`src/rtl/fetch_unit.sv`:
```
// fetch_unit: instruction fetch stage ahead of the sign extender.
//
// Holds the PC, fetches one 32-bit word per instruction from instruction
// memory, presents it with its low 16 bits broken out as the immediate, and
// computes the next PC (sequential, branch or jump) when the instruction
// leaves the stage.
//
// Handshake: imem_req rises the cycle after FETCH_REQ and stays high, with
// imem_addr stable, until a cycle in which imem_ack=1; that cycle's
// imem_rdata is captured and imem_req drops. imem_ack seen while imem_req is
// low (including during and after reset) is ignored.
//
// Ports:
//   clk, reset_n                 clock, synchronous active-low reset
//   imem_addr/imem_req           fetch address and request to memory
//   imem_ack/imem_rdata          memory response
//   stall                        downstream hold while an instruction is issued
//   branch_taken/branch_offset   branch request and sign-extended word offset
//   jump/jump_target             jump request and word-index target field
//   instr/instr_valid/imm16      issued instruction, valid flag, low 16 bits
//   pc_out/pc_plus4              PC of the issued instruction and PC + 4
//   dbg_state                    current FSM state (debug)
module fetch_unit #(
    parameter logic [31:0] RESET_PC = 32'h0000_0000,
    parameter int          ADDR_W   = 32
) (
    input  logic              clk,
    input  logic              reset_n,
    output logic [ADDR_W-1:0] imem_addr,
    output logic              imem_req,
    input  logic              imem_ack,
    input  logic [31:0]       imem_rdata,
    input  logic              stall,
    input  logic              branch_taken,
    input  logic [31:0]       branch_offset,
    input  logic              jump,
    input  logic [25:0]       jump_target,
    output logic [31:0]       instr,
    output logic              instr_valid,
    output logic [15:0]       imm16,
    output logic [ADDR_W-1:0] pc_out,
    output logic [ADDR_W-1:0] pc_plus4,
    output logic [1:0]        dbg_state
);

    localparam logic [1:0] FETCH_REQ  = 2'd0;
    localparam logic [1:0] FETCH_WAIT = 2'd1;
    localparam logic [1:0] ISSUE      = 2'd2;

    logic [1:0]        state_q, state_d;
    logic [ADDR_W-1:0] pc_q, pc_d;
    logic [31:0]       instr_q, instr_d;
    logic              valid_q, valid_d;
    logic [ADDR_W-1:0] pc_inc;
    logic [ADDR_W-1:0] next_pc;

    // Offset bits above [29:0] are shifted out of a 32-bit address.
    logic unused_ofs_hi;
    assign unused_ofs_hi = ^branch_offset[31:30];

    // State register
    always_ff @(posedge clk) begin
        if (!reset_n) begin
            state_q <= FETCH_REQ;
        end else begin
            state_q <= state_d;
        end
    end

    // Next-state logic
    always_comb begin
        state_d = state_q;
        case (state_q)
            FETCH_REQ:  state_d = FETCH_WAIT;
            FETCH_WAIT: if (imem_ack) state_d = ISSUE;
            ISSUE:      if (!stall) state_d = FETCH_REQ;
            default:    state_d = FETCH_REQ;
        endcase
    end

    // Output logic: the request is simply "waiting for memory".
    always_comb begin
        imem_req  = (state_q == FETCH_WAIT);
        dbg_state = state_q;
    end

    // Next PC when leaving ISSUE: jump beats branch beats sequential.
    always_comb begin
        pc_inc = pc_q + 32'd4;
        if (jump) begin
            next_pc = {pc_inc[31:28], jump_target, 2'b00};
        end else if (branch_taken) begin
            next_pc = pc_inc + {branch_offset[29:0], 2'b00};
        end else begin
            next_pc = pc_inc;
        end
    end

    // Datapath next-state
    always_comb begin
        pc_d    = pc_q;
        instr_d = instr_q;
        valid_d = valid_q;
        case (state_q)
            FETCH_WAIT: begin
                if (imem_ack) begin
                    instr_d = imem_rdata;
                    valid_d = 1'b1;
                end
            end
            ISSUE: begin
                if (!stall) begin
                    pc_d    = next_pc;
                    valid_d = 1'b0;
                end
            end
            default: ;
        endcase
    end

    // Datapath registers; the PC never holds a misaligned value.
    always_ff @(posedge clk) begin
        if (!reset_n) begin
            pc_q    <= {RESET_PC[31:2], 2'b00};
            instr_q <= 32'h0;
            valid_q <= 1'b0;
        end else begin
            pc_q    <= {pc_d[31:2], 2'b00};
            instr_q <= instr_d;
            valid_q <= valid_d;
        end
    end

    assign imem_addr   = pc_q;
    assign pc_out      = pc_q;
    assign pc_plus4    = pc_inc;
    assign instr       = instr_q;
    assign instr_valid = valid_q;
    assign imm16       = instr_q[15:0];

endmodule

```
`config.mk`:
```
export PLATFORM = sky130hd
export DESIGN_NAME = fetch_unit
export DESIGN_NICKNAME = d
export VERILOG_FILES = /design/src/rtl/fetch_unit.sv
export SDC_FILE = /design/constraint.sdc
export NUM_CORES = 1
export LEC_CHECK = 0
export CAP_MARGIN = 10
export CORE_UTILIZATION = 40
export DETAILED_ROUTE_END_ITERATION = 6
export PLACE_DENSITY = 0.77
export SKIP_CTS_REPAIR_TIMING = 1
export SYNTH_ARGS = -nofsm -noshare
export SYNTH_HDL_FRONTEND = slang
export SYNTH_SLANG_ARGS = --single-unit
```
`constraint.sdc`:
```
create_clock -name clk -period 11.25 [get_ports clk]
set_input_delay 2.25 -clock clk [delete_from_list [all_inputs] [get_ports clk]]
set_output_delay 2.25 -clock clk [all_outputs]
set_load 0.1 [all_outputs]
```
==> reports/metrics.cfg <==
[clock_network]
numCtsBuffers = 9
cts_tree = yes
h-tree-depth = 3
clkSinkCount = 65
clock_latency_ns = 0.33
ctsRootBufferMaster = clkbuf_16
clk_pin_slew_worst_paths_ns = 0.06
clk_path_buf_depth = 2

[power]
power_density_nw_per_um2 = 105
vdd_drop_max_uv = 121
finalPower_mw = 0.821
leakage_nw = 3.08

[drt]
drt_iter0_markers = 349
drt_drc_violations_left = 0
via_per_inst = 5.38
wire_per_inst_um = 16.4
drt_wl_total_mm = 17.5
vias = 5741
firstDrtPassIters = 5
drt.antenna.violating_nets = 0

[global_routing]
overflow = 0
track_usage_pct = 24.6
grt_max_degree = 47
grt_pass1_wl_mm = 27.7
grt_pass1_vias = 5337
antenna_found_initial = 0

[floorplanning]
ios = 244
rows = 42
die_area_um2 = 14100
die_y_um = 119
core_area_um2 = 13300
initial_utilization_pct = 41.1
die_width_um = 119

[timing]
slew_violations = 0
tightest_slew_ns = 1.04
hold_viol = 0
clock.fmax_ghz = 0.161
fin_crit_ns = 6.21
setup_viol = 0
min_period_over_period_pct = 55.2
fin_setup_tns_ns = 0
slew_headroom_pct = 30.1
rsz0062_at_grt = no
skew_ns = 0.00281

[placed_design]
place_area_um2 = 7510
detailed_place_hpwl_mm = 13.3
place_congestion = 0.949
place_inst = 1052
port_buffers = 235

[synth]
synth_edf_count = 0
synth_area_um2 = 5460
ys_seq_area_share_pct = 23.8
ys.flop_type = dfxtp_1
synth_cells = 716
synthArstFlopShare_pct = 0
yosys_warnings = 0
ys_ff_latch = 65
synth_cell_types = 70
syn_area_per_cell_um2 = 7.63

[cells_and_area]
area_delta_synth_final_pct = 43.2
regArea_um2 = 1300
final_common_cell = clkdlybuf4s50_1
diodes = 0
drive_gt1_share_pct = 4.60
stdcell_count = 1068
postLayoutCellArea_um2 = 7820
fin_nets = 1020
multi_input_area_um2 = 3560
final_cell_mix = clkdlybuf4s50_1 (235), nand2_1 (127), a21oi_1 (74)
nFillCells = 1239

[setup_path]
r2r-start = imem_addr[5]$_SDFFE_PN0P_
crit_fanout = 7
crit_path_start_kind = register
rr_worst_depth = 15
cp-endpoint = pc_plus4[30]
rrSetupSlack_ns = 6.44
crit_start = imem_addr[5]$_SDFFE_PN0P_
cp-end-kind = primary output
reg2reg_to = imem_addr[31]$_SDFFE_PN0P_
crit_arrival_ns = 3.96
worstPathRequired_ns = 9.00
critical_path_class = reg -> out

[min_path]
hp-class = reg -> reg
worstHoldPathCells = 2

[flow_run]
maxCapViolCount = 0

[status]
status = complete, no violations

stage by stage:
step / setup WS, ns / util (%) / hold slack, ns
6_report: 5.04 / 58.8 / 0.451
5_1_grt: 4.88 / 58.8 / 0.479
4_1_cts: 5.03 / 58.8 / 0.454
3_5_place_dp: 5.41 / 56.5 / 0.448
3_3_place_gp: 5.43 / 56.5 / 0.441
2_1_floorplan: 4.78 / - / 0.885
metal layers:
layer | wire length (µm) | GRT usage, % | vias up
li1 | - | - | 2852
met1 | 7670 | 31.7 | 2663
met2 | 8450 | 41.5 | 206
met3 | 1120 | 4.84 | 20
met4 | 274 | 7.04 | 0
met5 | 0 | 0 | -
synth_stat cells (all sizes together) (4+ instances only):
| master | n | share of area, % |
|---|---|---|
| o31ai | 6 | 0.82 |
| o211ai | 10 | 1.4 |
| ha | 36 | 8.2 |
| a21oi | 74 | 6.8 |
| a21o | 22 | 3.0 |
| a211o | 4 | 0.64 |
| or3 | 6 | 0.69 |
| a21boi | 7 | 0.96 |
| nor3 | 10 | 1.1 |
| buf | 60 | 8.3 |
| o21bai | 5 | 0.69 |
| nand2 | 127 | 8.7 |
| xnor2 | 25 | 4.1 |
| clkbuf | 26 | 2.5 |
| and3 | 11 | 1.3 |
| xor2 | 21 | 3.4 |
| inv | 7 | 0.48 |
| nor4 | 4 | 0.57 |
| and2 | 4 | 0.46 |
| nand4 | 15 | 2.3 |
| dfxtp | 65 | 24 |
| nand3 | 26 | 3.1 |
| a31oi | 9 | 1.0 |
| nand2b | 5 | 0.57 |
| o21ai | 33 | 3.0 |
| nor2 | 38 | 2.7 |
| a211oi | 9 | 1.2 |
sequential cells by signal, summed over array words and instances (netlist names):
signal       count
instr           32
instr_valid      1
imem_addr       30
dbg_state        2
final cells by class:
class                      instances  share of cell area (%)
multi-input combinational        561                    45.5
timing repair buffer             241                    30.6
sequential                        65                    16.6
clock buffer                      10                    3.06
tap                              176                    2.82
clock inverter                     6                   0.944
inverter                           9                   0.432
how the worst min path moves through the flow:
stage,start,end
3_5_place_dp,instr[26]$_SDFFE_PN0P_,instr[26]$_SDFFE_PN0P_
3_3_place_gp,instr[22]$_SDFFE_PN0P_,instr[22]$_SDFFE_PN0P_
5_1_grt,instr[26]$_SDFFE_PN0P_,instr[26]$_SDFFE_PN0P_
2_1_floorplan,instr[31]$_SDFFE_PN0P_,instr[31]$_SDFFE_PN0P_
4_1_cts,instr[26]$_SDFFE_PN0P_,instr[26]$_SDFFE_PN0P_
6_report,instr[16]$_SDFFE_PN0P_,instr[16]$_SDFFE_PN0P_
worst max-delay path: stages (launching register included):
cell and delay, ns:
dfxtp_1 0.47, and4_1 0.46, nand4_4 0.16, or3_1 0.61
nor3_4 0.34, nand3_2 0.14, xnor2_1 0.25, clkdlybuf4s50_1 1.18
where the power goes:
part,leakage [nW],switching [mW],internal [mW]
Combinational,2.40,0.195,0.0842
Sequential,0.528,0.00932,0.239
Clock,0.154,0.113,0.180
Total,3.08,0.317,0.504
logic make-up after synthesis:
| group | Yosys count | share of synthesized area [%] |
|---|---|---|
| compound gates | 210 | 24.6 |
| xor+xnor | 46 | 7.51 |
| fa+ha+maj | 37 | 8.61 |
| buf+inv | 95 | 11.5 |
| flops | 65 | 23.8 |
| mux | 4 | 0.756 |
| other cells | 1 | 0.0686 |
| simple gates | 258 | 23.2 |
(Power assumes the default switching activity.)
